[src/rtl/alu_pkg.sv]
// Shared definitions for the bit-serial ALU sequencer and its full-adder bit cell.
// Contents:
//   opsel_t  - operation codes accepted by the sequencer
//   state_t  - sequencer FSM states
//   init_cin - carry value loaded into the carry flop when an operation starts
package alu_pkg;

  typedef enum logic [2:0] {
    OP_ADD     = 3'b000,
    OP_SUB     = 3'b001,
    OP_PASS    = 3'b010,
    OP_SUBM1   = 3'b011,
    OP_INC     = 3'b100,
    OP_DEC     = 3'b101,
    OP_ADC     = 3'b110,
    OP_ILLEGAL = 3'b111
  } opsel_t;

  typedef enum logic [1:0] {
    IDLE,
    RUN,
    DONE
  } state_t;

  // SUB and INC start with a forced carry (two's complement / +1); ADC chains
  // the carry-out of the previous completed operation.
  function automatic logic init_cin(opsel_t op, logic cflag);
    logic cin;
    case (op)
      OP_SUB,
      OP_INC:  cin = 1'b1;
      OP_ADC:  cin = cflag;
      default: cin = 1'b0;
    endcase
    return cin;
  endfunction

endpackage

[src/rtl/fa.sv]
// Single full-adder bit cell with per-operation selection of the b operand.
// Ports:
//   a     - operand A bit
//   b     - raw operand B bit
//   cin   - carry in
//   opsel - current operation; picks b, ~b, 0 or 1 as the effective b bit
//   s     - sum bit
//   cout  - carry out
module fa
  import alu_pkg::*;
(
  input  logic   a,
  input  logic   b,
  input  logic   cin,
  input  opsel_t opsel,
  output logic   s,
  output logic   cout
);

  logic bEff;

  // Effective b bit: subtraction uses the inverted operand, PASS/INC add
  // nothing, DEC adds all ones (i.e. -1).
  always_comb begin
    bEff = b;
    case (opsel)
      OP_ADD,
      OP_ADC:   bEff = b;
      OP_SUB,
      OP_SUBM1: bEff = ~b;
      OP_PASS,
      OP_INC:   bEff = 1'b0;
      OP_DEC:   bEff = 1'b1;
      default:  bEff = b;
    endcase
  end

  assign s    = a ^ bEff ^ cin;
  assign cout = (a & bEff) | (cin & (a ^ bEff));

endmodule

[src/rtl/serial_alu_ctrl.sv]
// Bit-serial ALU sequencer. Captures two WIDTH-bit operands and an opsel,
// then feeds one full-adder bit cell LSB first, one bit per clock, keeping
// the inter-bit carry in a flop. Result and C/V/Z flags update on completion.
// Ports:
//   clk, rst_n          - clock and asynchronous active-low reset
//   start, opsel        - request and operation code (sampled on accept)
//   a_in, b_in          - operands (sampled on accept)
//   busy                - high from the cycle after accept until done falls
//   done, err           - one-cycle completion pulse; err marks illegal opsel
//   result              - last completed result
//   c_flag/v_flag/z_flag- carry, signed overflow, zero of last completed op
module serial_alu_ctrl
  import alu_pkg::*;
#(
  parameter int WIDTH = 8
) (
  input  logic             clk,
  input  logic             rst_n,
  input  logic             start,
  input  logic [2:0]       opsel,
  input  logic [WIDTH-1:0] a_in,
  input  logic [WIDTH-1:0] b_in,
  output logic             busy,
  output logic             done,
  output logic             err,
  output logic [WIDTH-1:0] result,
  output logic             c_flag,
  output logic             v_flag,
  output logic             z_flag
);

  localparam int CW = $clog2(WIDTH + 1);
  localparam logic [CW-1:0] LastCnt = CW'(WIDTH - 1);

  state_t           state_q, state_d;
  opsel_t           opsel_q, opsel_d;
  logic [WIDTH-1:0] aSh_q, aSh_d;
  logic [WIDTH-1:0] bSh_q, bSh_d;
  logic [WIDTH-1:0] resSh_q, resSh_d;
  logic             carry_q, carry_d;
  logic [CW-1:0]    cnt_q, cnt_d;
  logic             errFlag_q, errFlag_d;
  logic [WIDTH-1:0] result_q, result_d;
  logic             c_q, c_d;
  logic             v_q, v_d;
  logic             z_q, z_d;

  logic             faS;
  logic             faCout;
  logic [WIDTH-1:0] resNext;
  opsel_t           opselIn;

  fa uFa (
    .a    (aSh_q[0]),
    .b    (bSh_q[0]),
    .cin  (carry_q),
    .opsel(opsel_q),
    .s    (faS),
    .cout (faCout)
  );

  assign opselIn = opsel_t'(opsel);
  // Sum bits enter at the MSB so that after WIDTH shifts bit 0 sits at LSB.
  assign resNext = {faS, resSh_q[WIDTH-1:1]};

  always_ff @(posedge clk or negedge rst_n) begin
    if (!rst_n) begin
      state_q   <= IDLE;
      opsel_q   <= OP_ADD;
      aSh_q     <= '0;
      bSh_q     <= '0;
      resSh_q   <= '0;
      carry_q   <= 1'b0;
      cnt_q     <= '0;
      errFlag_q <= 1'b0;
      result_q  <= '0;
      c_q       <= 1'b0;
      v_q       <= 1'b0;
      z_q       <= 1'b0;
    end else begin
      state_q   <= state_d;
      opsel_q   <= opsel_d;
      aSh_q     <= aSh_d;
      bSh_q     <= bSh_d;
      resSh_q   <= resSh_d;
      carry_q   <= carry_d;
      cnt_q     <= cnt_d;
      errFlag_q <= errFlag_d;
      result_q  <= result_d;
      c_q       <= c_d;
      v_q       <= v_d;
      z_q       <= z_d;
    end
  end

  // An illegal opsel skips RUN entirely, so the bit cell never computes with
  // it and the visible result/flags (including the ADC carry) stay intact.
  always_comb begin
    state_d   = state_q;
    opsel_d   = opsel_q;
    aSh_d     = aSh_q;
    bSh_d     = bSh_q;
    resSh_d   = resSh_q;
    carry_d   = carry_q;
    cnt_d     = cnt_q;
    errFlag_d = errFlag_q;
    result_d  = result_q;
    c_d       = c_q;
    v_d       = v_q;
    z_d       = z_q;
    case (state_q)
      IDLE: begin
        if (start) begin
          opsel_d = opselIn;
          aSh_d   = a_in;
          bSh_d   = b_in;
          resSh_d = '0;
          carry_d = init_cin(opselIn, c_q);
          cnt_d   = '0;
          if (opselIn == OP_ILLEGAL) begin
            errFlag_d = 1'b1;
            state_d   = DONE;
          end else begin
            errFlag_d = 1'b0;
            state_d   = RUN;
          end
        end
      end
      RUN: begin
        resSh_d = resNext;
        aSh_d   = aSh_q >> 1;
        bSh_d   = bSh_q >> 1;
        carry_d = faCout;
        cnt_d   = cnt_q + CW'(1);
        if (cnt_q == LastCnt) begin
          state_d  = DONE;
          result_d = resNext;
          c_d      = faCout;
          // carry_q is the carry into the MSB on the final bit
          v_d      = carry_q ^ faCout;
          z_d      = ~|resNext;
        end
      end
      DONE: begin
        state_d = IDLE;
      end
      default: begin
        state_d = IDLE;
      end
    endcase
  end

  assign busy   = (state_q != IDLE);
  assign done   = (state_q == DONE);
  assign err    = (state_q == DONE) && errFlag_q;
  assign result = result_q;
  assign c_flag = c_q;
  assign v_flag = v_q;
  assign z_flag = z_q;

endmodule

[config.mk]
export PLATFORM = sky130hd
export DESIGN_NAME = serial_alu_ctrl
export DESIGN_NICKNAME = d
export VERILOG_FILES = /design/src/rtl/alu_pkg.sv /design/src/rtl/fa.sv /design/src/rtl/serial_alu_ctrl.sv
export SDC_FILE = /design/constraint.sdc
export NUM_CORES = 1
export LEC_CHECK = 0
export ABC_AREA = 0
export CORE_UTILIZATION = 45
export DETAILED_ROUTE_END_ITERATION = 7
export GPL_TIMING_DRIVEN = 0
export PLACE_DENSITY = 0.82
export SLEW_MARGIN = 5
export SYNTH_ARGS = -nofsm -noshare
export SYNTH_HDL_FRONTEND = slang
export SYNTH_SLANG_ARGS = --single-unit
[constraint.sdc]
create_clock -name clk -period 3.5 [get_ports clk]
set_input_delay 0.35 -clock clk [delete_from_list [all_inputs] [get_ports clk]]
set_output_delay 0.35 -clock clk [all_outputs]
set_load 0.02 [all_outputs]
== After elaboration in Yosys (flattened, before gate mapping) ==
Cells that the tools add are included.

* Flip-flop bits (word level): 46
* Latch bits: 0
* Memory bits (writable): 0
* Bits in read-only memories: 0
* Input bits: 22
* Memories: 0

* $add $sub $neg: 1
* $mul: 0
* Div/mod/pow operators: 0
* Order comparisons: 0
* Equal/unequal tests: 14
* Shift operators: 0
* Multiplexer cells: 17
* Bitwise logic cells: 7
* Reductions and logical operators: 13

{| class="wikitable"
|+ Operators with widths
! kind !! count
|-
| case mux 8 bit (2 select lines) || 3
|-
| 2-to-1 mux 8 bit || 3
|-
| == test 3 bit, second input constant || 5
|-
| case mux 4 bit (2 select lines) || 1
|-
| AND reduction 2 bit || 4
|-
| OR reduction 8 bit || 1
|-
| == test 3 x 1 -> 1 bit, second input constant || 2
|-
| == test 3 x 2 -> 1 bit, second input constant || 2
|-
| 2-to-1 mux 2 bit || 3
|-
| OR reduction 2 bit || 3
|-
| adder 4 x 1 -> 4 bit, second input constant || 1
|-
| == test 4 x 3 -> 1 bit, second input constant || 1
|-
| 2-to-1 mux 4 bit || 1
|-
| != test 2 bit, second input constant || 2
|-
| case mux 1 bit (2 select lines) || 2
|-
| case mux 2 bit (2 select lines) || 1
|-
| nonzero test 2 bit || 2
|-
| case mux 1 bit (3 select lines) || 1
|-
| XOR 1 bit || 3
|-
| bitwise AND 1 bit || 2
|-
| == test 2 x 1 -> 1 bit, second input constant || 1
|-
| == test 2 bit, second input constant || 1
|-
| zero test 2 bit || 1
|-
| 2-to-1 mux 1 bit || 2
|-
| 4 further kinds || 4
|}

== Longest topological paths before layout ==
* Word-level depth: 7
* Depth in mapped cells: 6
* Depth with buffers taken out: 6

== Cells and area by module ==
From an unflattened synthesis, not the netlist that was laid out.

* Cell total of the unflattened synthesis: 170
* Area total of the unflattened synthesis: 2067.0 µm²

{| class="wikitable"
|+ By module, submodules not included
! module !! times used !! cells each !! area each (µm²) !! seq. area each (µm²)
|-
| serial_alu_ctrl || 1 || 160 || 1996.9 || 1126.1
|-
| fa || 1 || 10 || 70.1 || 0.0
|}

== Worst setup path after synthesis ==
Ideal clock, no wire load.

* Kind: register to register
* Start point: register opsel_q[1]
* End point: register z_q, in the netlist z_flag
* Arrival time: 1718 ps
* Required time: 3375 ps
* Slack: 1657 ps
* Cell stages (with the launch flop): 7
* Period minus slack after synthesis: 1843 ps
* Path through: dfrtp_1 > nor2_1 > nor3b_1 > a211o_1 > fa_1 > and4b_1 > mux2_4

* Word-level cells in the longest chain between the ends: 7
* Elaborated cells on any way between the ends: 12

{| class="wikitable"
|+ RTL lines
! item !! line !! RTL
|-
| start, declared || serial_alu_ctrl.sv:36 || <nowiki>opsel_t opsel_q, opsel_d;</nowiki>
|-
| start signal, assigned || serial_alu_ctrl.sv:82 || <nowiki>opsel_q <= opsel_d;</nowiki>
|-
| == test 3 x 2 -> 1 bit, or another cell as far along || fa.sv:26 || <nowiki>case (opsel)</nowiki>
|-
| OR reduction 2 bit || fa.sv:26 ||
|-
| case mux 1 bit (3 select lines) (*) || fa.sv:26 ||
|-
| XOR 1 bit (*) (2 in series) || fa.sv:38 || <nowiki>assign s = a ^ bEff ^ cin;</nowiki>
|-
| OR reduction 8 bit (*) || serial_alu_ctrl.sv:141 || <nowiki>z_d = ~|resNext;</nowiki>
|-
| zero test 1 bit (*) || serial_alu_ctrl.sv:141 ||
|-
| end signal, assigned || serial_alu_ctrl.sv:92 || <nowiki>z_q <= z_d;</nowiki>
|-
| end, declared || serial_alu_ctrl.sv:46 || <nowiki>logic z_q, z_d;</nowiki>
|}

Every way passes the cells marked *; elsewhere a longest branch is shown, timed or not.
A chain may end at the register's enable or synchronous reset.

== Worst setup path in the final report ==
Ends and elaborated chain as after synthesis.

==> impl_metrics.toml <==
[drt]
drt_wl_total_mm = 3.79
ant_nets = 0
via_per_inst = 5.37
vias = 1411
drtPass1Iterations = 5
drt-initial-drc-count = 77
remaining_drc_errors = 0
wl_per_cell_um = 14.4

[synthesis]
synth_edf_count = 0
synth_seq_cells = 45
ys_seq_area_share_pct = 55.9
synth.largest_area_cell = "dfrtp_1"
synthArstFlopShare_pct = 100
synth-compound-area-share_pct = 11.6
synth_xor_area_share_pct = 1.30
synth_area_per_cell_um2 = 12.0
netlist_instances = 168
synth_top_flop_cell = "dfrtp_1"
yosys.area_share.adder_pct = 1.61
synth_top_area_share_pct = 55.9
synth_cell_type_count = 34
syn_area_um2 = 2010
synth_area_leaders = "dfrtp_1, mux2i_1, mux2_4"
yosys-mux-area-fraction_pct = 16.0
yosysWarnings = 0
syn_nets = 192
yosys.area_share.simple_pct = 10.0
synth_top_family_by_area = "multiplexers"

[flow_run]
max_cap_violations = 0

[global_routing]
antenna_found_initial = 0
grt_max_degree = 27
grt_pass1_vias = 1373
grt_usage_pct = 18.4
grt_pass1_wl_mm = 6.23
overflow = 0

[timing]
setup_tns_ns = 0
final.min_clock_period_ns = 2.02
hold_ws_ns = 0.485
clock_skew_ns = 0.00702
postLayoutSetupSlackWorst_ns = 1.48
rsz0062_at_grt = "no"
worst_pin_slew_ns = 0.465
hold_viol = 0
setup_viol = 0
slew_viol_final = 0
fin_crit_sh_pct = 57.6
fmax_mhz = 496
slew_headroom_pct = 69.0

[clock_tree]
cts.sinks = 45
numCtsBuffers = 5
clk_latency_ns = 0.30
cts.path.max_buffers = 2
post_cts_buffers = 0
cts_hold_repair.buffers = 1
clk_pin_slew_ns = 0.09
cts_root_buffer = "clkbuf_8"
cts_tree = "built"
h-tree-depth = 2
cts_resized = 0

[floorplanning]
core_um2 = 4140
die_height_um = 68.9
start_util_pct = 48.6
rows = 23
die-area_um2 = 4750
ios = 36
die_width_um = 68.9

[layout]
area_delta_synth_final_pct = 26.3
antennaDiodeCount = 0
drive_gt1_share_pct = 13.1
multi_input_area_um2 = 816
regArea_um2 = 1130
nets = 236
fin_area_um2 = 2540
utilization_pct = 61.4
fillers = 364

[placed_design]
numPortBuffers = 35
gp_congestion = 0.775
pre_cts_ws_ns = 1.49
place_area_um2 = 2440
dpl.hpwl_mm = 2.71

[setup_path]
max_stage_delay_ns = 0.50
critical_path.cell_chain = "nor2_1, nor3b_1, a211o_1, fa_1, and4b_1, mux2_4"
cp_slowest_cell = "fa_1"
cp_data_required_time_ns = 3.70
worstPathArrival_ns = 2.22
critical_path_class = "flop to flop"
crit_fanout = 3
critPathTopFamily = "adder cells"
crit_path_start_kind = "flop"
path_buf_inv = 0
endpoint_kind = "flop"

[power_and_ir_drop]
leakage_nw = 1.14
vdd_drop_max_mv = 0.364
power_density_nw_per_um2 = 846

[min_path]
min_path_type = "flop to flop"

[status]
status = "finished clean"
## cells in the mapped netlist, types with 2 or more instances
| library cell | number |
|---|---|
| xnor2_1 | 2 |
| nand2_1 | 21 |
| mux2_2 | 5 |
| nor3b_1 | 2 |
| dfrtp_1 | 45 |
| inv_1 | 5 |
| o21ai_0 | 20 |
| nand3_1 | 2 |
| mux2i_1 | 16 |
| a22o_1 | 10 |
| clkbuf_1 | 5 |
| nor2_1 | 5 |
| mux2_4 | 7 |
| nor2b_1 | 2 |
| buf_4 | 2 |
## worst paths after layout
| check | start | to | slack [ns] | cells past startpoint |
|---|---|---|---|---|
| max in group asynchronous | rst_n | bSh_q[1] | 2.47 | 3 |
| min reg2reg | errFlag_q | errFlag_q | 0.48 | 2 |
| max | opsel_q[1] | z_flag | 1.48 | 6 |
| min | errFlag_q | errFlag_q | 0.48 | 2 |
| min in group asynchronous | rst_n | result[3] | 0.53 | 2 |
| max reg2reg | opsel_q[1] | z_flag | 1.48 | 6 |
## registers in the layout, indices dropped and copies added, names as in the netlist
name       flops
errFlag_q      1
aSh_q          8
z_flag         1
bSh_q          8
state_q        2
resSh_q        7
result         8
v_flag         1
carry_q        1
c_flag         1
cnt_q          4
opsel_q        3
## through the flow
| stage | std cells | power, mW |
|---|---|---|
| 6_report | 263 | 2.15 |
| 5_1_grt | 263 | 2.30 |
| 4_1_cts | 263 | 2.16 |
| 3_5_place_dp | 254 | 1.84 |
| 3_3_place_gp | 253 | 1.79 |
| 2_1_floorplan | 168 | 1.52 |
## report_power, final
group / leakage (nW) / switching [mW] / internal (mW)
sequential: 0.578 / 0.167 / 0.751
combinational: 0.527 / 0.431 / 0.473
clock: 0.0364 / 0.189 / 0.140
total: 1.14 / 0.787 / 1.36
## tightest hold or removal path, stage by stage, from the launching register on
cell	delay, ns
dfrtp_1	0.35
nand2_1	0.04
o21ai_0	0.06
## cells by family (layout without fill, tap and decap cells)
| group | after synthesis | in the layout |
|---|---|---|
| AO/OA/AOI/OAI | 36 | 36 |
| flip-flops | 45 | 45 |
| multiplexers | 28 | 28 |
| XOR/XNOR | 3 | 3 |
| adder cells (fa/ha/maj) | 2 | 2 |
| buffers and inverters | 14 | 59 |
| AND/OR/NAND/NOR | 40 | 40 |
## metal layers
layer	vias up	track usage [%]	part of all wire, %
met5	-	0	0
li1	674	-	-
met1	697	24.5	48
met3	7	5.26	4.5
met2	33	28.4	46
met4	0	7.14	1.3
## cell type report
type	count	share of cell area (%)
multi-input combinational	109	32.1
inverter	5	0.738
tap	50	2.46
sequential	45	44.3
buffer	9	2.12
clock inverter	3	0.885
clock buffer	5	2.71
timing repair buffer	37	14.8
## cells in the final DEF, fill, tap and decap left out
| cell | count |
|---|---|
| mux2_2 | 5 |
| a211o_1 | 1 |
| clkdlybuf4s50_1 | 34 |
| and4b_1 | 1 |
| nand3_1 | 2 |
| and4b_4 | 1 |
| clkbuf_1 | 5 |
| nand2_1 | 21 |
| o21bai_1 | 1 |
| a221o_1 | 1 |
| nand3b_1 | 1 |
| nor3b_1 | 2 |
| or2b_1 | 1 |
| xnor2_1 | 2 |
| clkinvlp_4 | 3 |
| ha_1 | 1 |
| nor2_1 | 5 |
| buf_12 | 1 |
| or2_2 | 1 |
| buf_2 | 2 |
| or3b_1 | 1 |
| o22a_1 | 1 |
| buf_8 | 1 |
| o21ai_0 | 20 |
| and2_1 | 1 |
| buf_4 | 2 |
| nor2b_1 | 2 |
| dlygate4sd3_1 | 1 |
| o22ai_1 | 1 |
| a21oi_1 | 1 |
| nor4_1 | 1 |
| xor2_1 | 1 |
| mux2_4 | 7 |
| dfrtp_1 | 45 |
| fa_1 | 1 |
| inv_1 | 5 |
| a22o_1 | 10 |
| clkbuf_8 | 5 |
| mux2i_1 | 16 |
No activity file was read; power rests on OpenSTA's default activity.
